<file path="src/rtl/posit_encode_8.sv">
// Three-stage posit packer: (sign, scale, 1.frac) -> round-to-nearest-even N-bit posit
// with NaR/zero flags. One result per clock, done is start delayed by three cycles.
module posit_encode_8 #(
    parameter int N  = 8,
    parameter int es = 4,
    parameter int Bs = 3,
    parameter int SW = es + Bs + 2,
    parameter int FW = 8
) (
    input  logic          aclk,
    input  logic          reset,
    input  logic          start,
    input  logic          sign,
    input  logic [SW-1:0] scale,
    input  logic [FW-1:0] frac,
    input  logic          inf_in,
    input  logic          zero_in,
    output logic [N-1:0]  result,
    output logic          inf,
    output logic          zero,
    output logic          done
);
    localparam int STAGES = 3;
    localparam int KW     = Bs + 2;
    localparam int VW     = 2*N + FW;
    localparam int BW     = N - 1;
    localparam int PADW   = VW - 1 - es - FW;
    localparam logic signed [SW-1:0] SAT_HI = SW'((N-2) << es);
    localparam logic signed [SW-1:0] SAT_LO = -SAT_HI;

    typedef struct packed {
        logic          sign;
        logic          inf;
        logic          zero;
        logic          sat_hi;
        logic [KW-1:0] k;
        logic [es-1:0] e;
        logic [FW-1:0] frac;
    } s1_t;

    typedef struct packed {
        logic          sign;
        logic          inf;
        logic          zero;
        logic          sat_hi;
        logic [BW-1:0] body;
        logic          guard;
        logic          sticky;
    } s2_t;

    s1_t               s1_d, s1_q;
    s2_t               s2_d, s2_q;
    logic [STAGES:1]   vld_pipe;

    // Stage 1: clamp scale to the representable regime range, split into k and e.
    logic signed [SW-1:0] scale_s, scale_c;

    always_comb begin
        scale_s = $signed(scale);
        scale_c = scale_s;
        if (scale_s > SAT_HI)
            scale_c = SAT_HI;
        else if (scale_s < SAT_LO)
            scale_c = SAT_LO;
        s1_d.sign   = sign;
        s1_d.inf    = inf_in;
        s1_d.zero   = zero_in;
        s1_d.sat_hi = (scale_s >= SAT_HI);
        s1_d.k      = scale_c[SW-1:es];
        s1_d.e      = scale_c[es-1:0];
        s1_d.frac   = frac;
    end

    // Stage 2: the terminator bit sits at the top and is pushed right by the run
    // length; the vacated positions are filled with the regime run value.
    logic          pos;
    logic [KW-1:0] run;
    logic [VW-1:0] vec, fill, shv;

    always_comb begin
        pos  = ~s1_q.k[KW-1];
        run  = pos ? s1_q.k + KW'(1) : -s1_q.k;
        vec  = {~pos, s1_q.e, s1_q.frac, {PADW{1'b0}}};
        fill = pos ? ~({VW{1'b1}} >> run) : '0;
        shv  = (vec >> run) | fill;
        s2_d.sign   = s1_q.sign;
        s2_d.inf    = s1_q.inf;
        s2_d.zero   = s1_q.zero;
        s2_d.sat_hi = s1_q.sat_hi;
        s2_d.body   = shv[VW-1 -: BW];
        s2_d.guard  = shv[VW-1-BW];
        s2_d.sticky = |shv[VW-2-BW:0];
    end

    // Stage 3: RNE, then pin to maxpos/minpos so a finite value never becomes NaR or zero.
    logic          rnd;
    logic [N-1:0]  sum, mag, enc;
    logic [BW-1:0] body_f;

    always_comb begin
        rnd    = s2_q.guard & (s2_q.sticky | s2_q.body[0]);
        sum    = {1'b0, s2_q.body} + N'(rnd);
        body_f = sum[BW-1:0];
        if (sum[N-1] || s2_q.sat_hi)
            body_f = '1;
        else if (body_f == '0)
            body_f = BW'(1);
        mag = {1'b0, body_f};
        enc = s2_q.sign ? -mag : mag;
    end

    always_ff @(posedge aclk or posedge reset) begin
        if (reset) begin
            s1_q     <= '0;
            s2_q     <= '0;
            vld_pipe <= '0;
            result   <= '0;
            inf      <= 1'b0;
            zero     <= 1'b0;
        end else begin
            s1_q     <= s1_d;
            s2_q     <= s2_d;
            vld_pipe <= {vld_pipe[STAGES-1:1], start};
            if (s2_q.inf) begin
                result <= {1'b1, {(N-1){1'b0}}};
                inf    <= 1'b1;
                zero   <= 1'b0;
            end else if (s2_q.zero) begin
                result <= '0;
                inf    <= 1'b0;
                zero   <= 1'b1;
            end else begin
                result <= enc;
                inf    <= 1'b0;
                zero   <= 1'b0;
            end
        end
    end

    assign done = vld_pipe[STAGES];

endmodule

</file>
<file path="config.mk">
export PLATFORM = sky130hd
export DESIGN_NAME = posit_encode_8
export DESIGN_NICKNAME = d
export VERILOG_FILES = /design/src/rtl/posit_encode_8.sv
export SDC_FILE = /design/constraint.sdc
export NUM_CORES = 1
export LEC_CHECK = 0
export ABC_CLOCK_PERIOD_IN_PS = 2700
export BUFFER_PORTS_ARGS = -buffer_cell sky130_fd_sc_hd__buf_2
export CAP_MARGIN = 20
export CORE_MARGIN = 2
export CORE_UTILIZATION = 40
export DETAILED_ROUTE_END_ITERATION = 6
export GPL_TIMING_DRIVEN = 0
export PLACE_DENSITY = 0.72
export SLEW_MARGIN = 20
export SYNTH_ARGS = -nofsm -noshare
export SYNTH_HDL_FRONTEND = slang
export SYNTH_SLANG_ARGS = --single-unit
</file>
<file path="constraint.sdc">
create_clock -name aclk -period 2.7 [get_ports aclk]
set_input_delay 0.54 -clock aclk [delete_from_list [all_inputs] [get_ports aclk]]
set_output_delay 0.54 -clock aclk [all_outputs]
set_load 0.05 [all_outputs]
</file>
==> impl_results.md, run 1 <==
* Prevailing post-synth register cell: dfrtp_1
* Slowest cell delay on critical path at 0.35 ns
* Warnings, synthesis at 0
* CP Capture Type: flip-flop
* PwrDens at 728 nW/um2
* Post-synth ARST share at 100%
* Vias in the first global route at 1740
* First-pass detailed-route iteration total at 4
* Final min period at 2.57 ns
* DR vias at 1808
* Die ar. at 6460 um2
* # port buffers at 33
* Crit-path slowest cell: dfrtp_1
* Worst-path clk slew at 0.09 ns
* Congestion Overflow GR at 0
* Die Y at 80.4 um
* Bufs on Longest Clock Path at 2
* Antenna-violating nets left at 0
* Most frequent cell on the critical path: ha_4
* Lkg Pwr at 1.28 nW
* Post-Layout Cell Count at 346
* Netlist cell types at 50
* FF-to-FF setup slack at 0.13 ns
* # Max-Cap Violations at 0
* Critical path startpoint category: flip-flop
* Worst slack, placed at -0.147 ns
* # hold bufs at CTS at 0
* First-pass GRT wire length at 7490 um
* Highest Clock Rate at 388 MHz
* Number of antenna violations at the first check in global routing at 0
* 1st-iter DRT viols at 62
* Row count at 27
* Final WS setup at 0.125 ns
* Commonest cells after routing, fill and taps aside: dfrtp_1, buf_2, nor2_1, nand2_1, a21oi_1
* Run status: finished clean
* Inst Count DP at 335
* Top cell type's share of synthesized area at 50.4%
* Reg2reg end: result[6]
* Clock Sinks at 47
* TritonCTS clock tree: built
* CTS buffer count at 5
* CP arrival at 2.77 ns
* Crit-path max FO at 3
* Crit path buf inv count at 0
* Critical path class: reg -> reg
* Clk_lat worst skew at 0.31 ns
* Slew margin rel. at 63.1%
* Area Growth Syn to Fin at 20.9%
* Setup Viol. Count Final at 0
* GRT Total Usage at 15.0%
* Nets at 303
* Vias per cell at 5.23
* Root buffer cell: clkbuf_8
* Worst min path class: in -> async
* Post-Syn Nets at 259
* Crit-path cells: o21a_1 -> ha_4 -> ha_4 -> nand3_1 -> or3_4 -> and3_4 -> a211oi_4 -> ha_2 -> nand2_1 -> o41ai_2 -> xor2_1 -> nor2_1
* Data required, critical path at 2.89 ns
* Largest net degree at the start of global routing at 35
* Synth area leader: dfrtp_1
* Area contributors post-synth: dfrtp_1, nor2_1, ha_1
* Cell family with most CP delay: simple AND/OR/NAND/NOR gates
* Layout cells sized above 1 at 24.8%
* CTS H-Tree Depth at 2
* Final Skew at 0.0112 ns
* FF+latch count, synth at 47
* Reg-to-Reg Start: s2_q[2]
* Pins Over Slew Limit at 0
* IO Count at 34
* Worst VDD drop at 0.341 mV
* Initial cell density of the core at 41.9%
* Worst slew pin tran at 0.550 ns
* Most common cell after layout, fill and taps aside: dfrtp_1
* DR DRC count at 0
* Post-synth EDFFs at 0
* Synth Cell Area at 2330 um2
* Gp weighted congestion at 0.896
* Tcrit/Tclk final at 95.4%
* Final wirelength at 4400 um
* Fillers at 531
* Core ar. at 5570 um2
* Worst reg2reg path depth at 12
* Part of the Yosys area used for sequential elements at 50.4%
* Antenna Cells at 0
* Syn_area_per_cell at 10.2 um2
* Hold Violations, Final at 0
* Drt wl/cell at 12.7 um
* Post-DP HPWL at 3260 um
* Mapped Cells at 229
* Die width at 80.4 um
worst max-delay path by stage:
stage                     startpoint   endpoint  slack [ns]  cells after the start
after floorplan              s2_q[2]  result[6]        0.09                     12
after global placement       s2_q[2]  result[6]       -0.09                     12
after detailed placement     s2_q[2]  result[6]       -0.15                     12
after CTS                    s2_q[2]  result[6]       0.007                     12
after global routing         s2_q[2]  result[6]       -0.01                     12
final                        s2_q[2]  result[6]        0.13                     12
stage by stage:
step                cell area (um2)  hold slack [ns]  total power, mW  setup TNS [ns]  util, %
finish                         2820            0.174             2.06               0     50.6
global route                   2820            0.186             2.18         -0.0109     50.6
CTS                            2770            0.176             2.01               0     49.7
global placement               2590            0.333             1.37         -0.0913     46.5
detailed placement             2610            0.336             1.38          -0.147     46.8
floorplan                      2330            0.331             1.25               0        -
state kept, by name (all words and copies together), names as in the netlist:
name / count
inf: 1
vld_pipe: 3
s2_q: 13
result: 8
zero: 1
s1_q: 21
metal layers:
layer / global-route usage (%) / up-vias / wire length [um]
met3: 3.48 / 9 / 186
met4: 6.78 / 0 / 89
met2: 28.0 / 46 / 2290
li1: - / 900 / -
met5: 0 / - / 0
met1: 15.8 / 853 / 1830
area by class of cell:
cell class,instances,area (um2),area share [%]
repair buffers,37,208,7.36
clock inverters,2,60.1,2.13
plain buffers,9,60.1,2.13
multi-input cells,163,1120,39.6
clock buffers,6,72.6,2.57
flip-flops and latches,47,1180,41.7
well taps,72,90.1,3.19
inverters,10,37.5,1.33
what timing repair did:
item,in CTS,in global routing
pin swaps,1,5
buffers inserted,1,2
setup endpoints to repair,1,2
gates resized for setup,4,6
cell usage after synthesis (all sizes together) (2+ instances only):
cell and number:
o22ai 4, and2 3, xnor2 3, nor2 28, dfrtp 47, mux2 4
nand3 5, xor2 5, o211ai 2, ha 7, a31oi 3, o21bai 2
clkbuf 2, a211oi 3, inv 10, nand4 2, nand2 15, o21ai 9
buf 7, nor2b 8, mux2i 7, nor3b 5, a211o 3, or3 3
a21oi 15, o21a 2, nor3 4, a21o 2, or2 2
report_power, final:
part,switching (mW),internal (mW)
clock network,0.233,0.370
logic,0.365,0.274
registers,0.0441,0.771
total,0.642,1.41
worst reg2reg max path, delay by kind of cell (launching register included):
family	cells	cell delay (ns)
XOR/XNOR	1	0.18
flip-flops	1	0.35
adder cells (fa/ha/maj)	3	0.51
AO/OA/AOI/OAI	3	0.65
AND/OR/NAND/NOR	5	0.78
logic make-up after synthesis:
logic type | count (synthesis) | share of synthesized area (%)
xor+xnor | 8 | 3.00
flops | 47 | 50.4
buf+inv | 19 | 4.18
simple gates | 80 | 17.4
compound gates | 57 | 16.4
mux | 11 | 4.93
fa+ha+maj | 7 | 3.75
No activity file was read; power rests on OpenSTA's default activity.
==> run 2, diff against run 1 <==
--- a/config.mk
+++ b/config.mk
@@ -13,6 +13,7 @@
 export DETAILED_ROUTE_END_ITERATION = 6
 export GPL_TIMING_DRIVEN = 0
 export PLACE_DENSITY = 0.72
+export RECOVER_POWER = 100
 export SLEW_MARGIN = 20
 export SYNTH_ARGS = -nofsm -noshare
 export SYNTH_HDL_FRONTEND = slang
==> impl_results.md, run 2 (synthesized netlist as in run 1, its figures left out) <==
* Bufs on Longest Clock Path at 2 (unchanged)
* Nets at 303 (unchanged)
* Hold Violations, Final at 0 (unchanged)
* Die width at 80.4 um (unchanged)
* Int Pwr at 1.41 mW (-0.59%)
* Area Growth Syn to Fin at 19.6%
* Largest net degree at the start of global routing at 35 (unchanged)
* Die Y at 80.4 um (unchanged)
* Post-DP HPWL at 3260 um (unchanged)
* Util after Layout at 50.1% (-0.54 points)
* Run status: finished clean
* Data required, critical path at 2.89 ns (about the same)
* Drt wl/cell at 12.8 um (+0.55%)
* Antenna-violating nets left at 0 (unchanged)
* Root buffer cell: clkbuf_8
* DR DRC count at 0 (unchanged)
* Lkg Pwr at 1.23 nW (-4.1%)
* Gp weighted congestion at 0.896 (unchanged)
* Sequential power share at 39.8% (+0.2 points)
* Clk_lat worst skew at 0.31 ns (about the same)
* Most common cell after layout, fill and taps aside: dfrtp_1
* Layout cells sized above 1 at 18.6% (-6.2 points)
* Initial cell density of the core at 41.9% (unchanged)
* Worst VDD drop at 0.341 mV (about the same)
* 1st-iter DRT viols at 64 (+3.2%)
* Slew margin rel. at 0.745% (-62 points)
* Number of flip-flops in the largest register at 21 (unchanged)
* Register with the most flip-flops: s1_q
* GRT Total Usage at 15.0% (unchanged)
* Power share of the clock group at 29.4% (about the same)
* Comb pwr share at 30.8% (-0.3 points)
* # hold bufs at CTS at 0 (unchanged)
* DR vias at 1813 (+0.28%)
* CTS H-Tree Depth at 2 (unchanged)
* Tcrit/Tclk final at 95.4% (about the same)
* DR WL met3 at 190 um (+2.2%)
* PwrDens at 734 nW/um2 (+0.69%)
* Post-Layout Cell Count at 346 (unchanged)
* Antenna Cells at 0 (unchanged)
* Crit path buf inv count at 0 (unchanged)
* Commonest cells after routing, fill and taps aside: dfrtp_1, nor2_1, buf_2, clkbuf_1
* Worst min path class: in -> async
* Placement-stage cell area at 2610 um2 (unchanged)
* Sw Share at 31.4% (+0.15 points)
* Congestion Overflow GR at 0 (unchanged)
* Final min period at 2.57 ns (-0.0000450 ns)
* Vias per cell at 5.24 (+0.28%)
* CTS buffer count at 5 (unchanged)
* Crit-path slowest cell: dfrtp_1
* Setup Viol. Count Final at 0 (unchanged)
* CP arrival at 2.77 ns (about the same)
* Vias in the first global route at 1740 (unchanged)
* Number of antenna violations at the first check in global routing at 0 (unchanged)
* Met1 wire length at 1840 um (+0.93%)
* Critical path startpoint category: flip-flop
* Biggest registers after layout: s1_q (21), s2_q (13), result (8)
* Cell family with most CP delay: simple AND/OR/NAND/NOR gates
* Row count at 27 (unchanged)
* # port buffers at 33 (unchanged)
* First-pass detailed-route iteration total at 4 (unchanged)
* TritonCTS clock tree: built
* Critical path class: reg -> reg
* Most frequent cell on the critical path: ha_4
* Final wirelength at 4420 um (+0.55%)
* Final TNS setup at 0 ns (unchanged)
* CP Capture Type: flip-flop
* IO Count at 34 (unchanged)
* Worst slew pin tran at 1.49 ns (+0.939 ns)
* Highest Clock Rate at 388 MHz (about the same)
* Pins Over Slew Limit at 0 (unchanged)
* Top Metal Used: met4
* Crit-path cells: o21a_1 -> ha_4 -> ha_4 -> nand3_1 -> or3_4 -> and3_4 -> a211oi_4 -> ha_2 -> nand2_1 -> o41ai_2 -> xor2_1 -> nor2_1
* Met2 routed wirelength at 2300 um (about the same)
* First-pass GRT wire length at 7490 um (unchanged)
* Worst-path clk slew at 0.09 ns (about the same)
* Crit-path max FO at 3 (unchanged)
* # Max-Cap Violations at 0 (unchanged)
* Slowest cell delay on critical path at 0.35 ns (about the same)
* Die ar. at 6460 um2 (unchanged)
* Inst Count DP at 335 (unchanged)
* Net Switching at 643 uW (about the same)
* Final Skew at 0.0111 ns (-0.000141 ns)
* Core ar. at 5570 um2 (unchanged)
* Clock Sinks at 47 (unchanged)
* Final Cell Area at 2790 um2 (-1.1%)
## run 2: cell type report
| type | instances | area (um2) |
|---|---|---|
| flip-flops and latches | 47 | 1180 |
| clock inverters | 2 | 60.1 |
| well taps | 72 | 90.1 |
| clock buffers | 6 | 72.6 |
| inverters | 10 | 37.5 |
| multi-input cells | 163 | 1120 |
| fillers | 541 | 2780 |
| plain buffers | 9 | 58.8 |
| repair buffers | 37 | 181 |
## run 2: final timing paths
path,start,slack [ns],depth (start not counted),end
min in group aclk,inf_in,0.33,1,s1_q[19]
hold / removal,reset,0.24,2,result[6]
setup reg to reg,s2_q[2],0.13,12,result[6]
max in group asynchronous,reset,0.48,3,s1_q[9]
hold reg to reg,s1_q[17],0.35,0,s2_q[9]
setup / recovery,s2_q[2],0.13,12,result[6]
## run 2: metrics by stage
stage | hold slack, ns | worst slack, ns | power (mW)
2_1_floorplan | 0.331 | 0.0898 | 1.25
3_3_place_gp | 0.333 | -0.0913 | 1.37
3_5_place_dp | 0.336 | -0.147 | 1.38
4_1_cts | 0.176 | 0.00653 | 2.01
5_1_grt | 0.283 | -0.0109 | 2.17
6_report | 0.244 | 0.125 | 2.05
## run 2: worst reg2reg max path: stages (launching register included)
cell      delay [ns]
dfrtp_1         0.35
o21a_1          0.16
ha_4            0.16
ha_4            0.14
nand3_1         0.10
or3_4           0.34
and3_4          0.21
a211oi_4        0.25
ha_2            0.21
nand2_1         0.07
o41ai_2         0.24
xor2_1          0.18
nor2_1          0.06
## run 2: power by group through the flow
stage	registers [mW]	clock network (mW)	logic, mW
detailed placement	0.828	0	0.551
floorplan	0.878	0	0.377
global route	0.826	0.646	0.698
CTS	0.814	0.615	0.578
finish	0.815	0.603	0.630
global placement	0.825	0	0.544
## run 2: routing by layer
metal  vias to the layer above  global-route usage [%]
met5                         -                       0
met4                         0                    6.78
met3                         9                    3.48
met2                        48                    28.0
met1                       857                    15.8
li1                        899                       -
## run 2: timing repair
item / 4_1_cts / 5_1_grt
pin swaps: 1 / 5
hold endpoints to repair: 0 / 0
setup buffers: 1 / 2
resized for setup: 4 / 6
endpoints found under the setup margin: 1 / 2
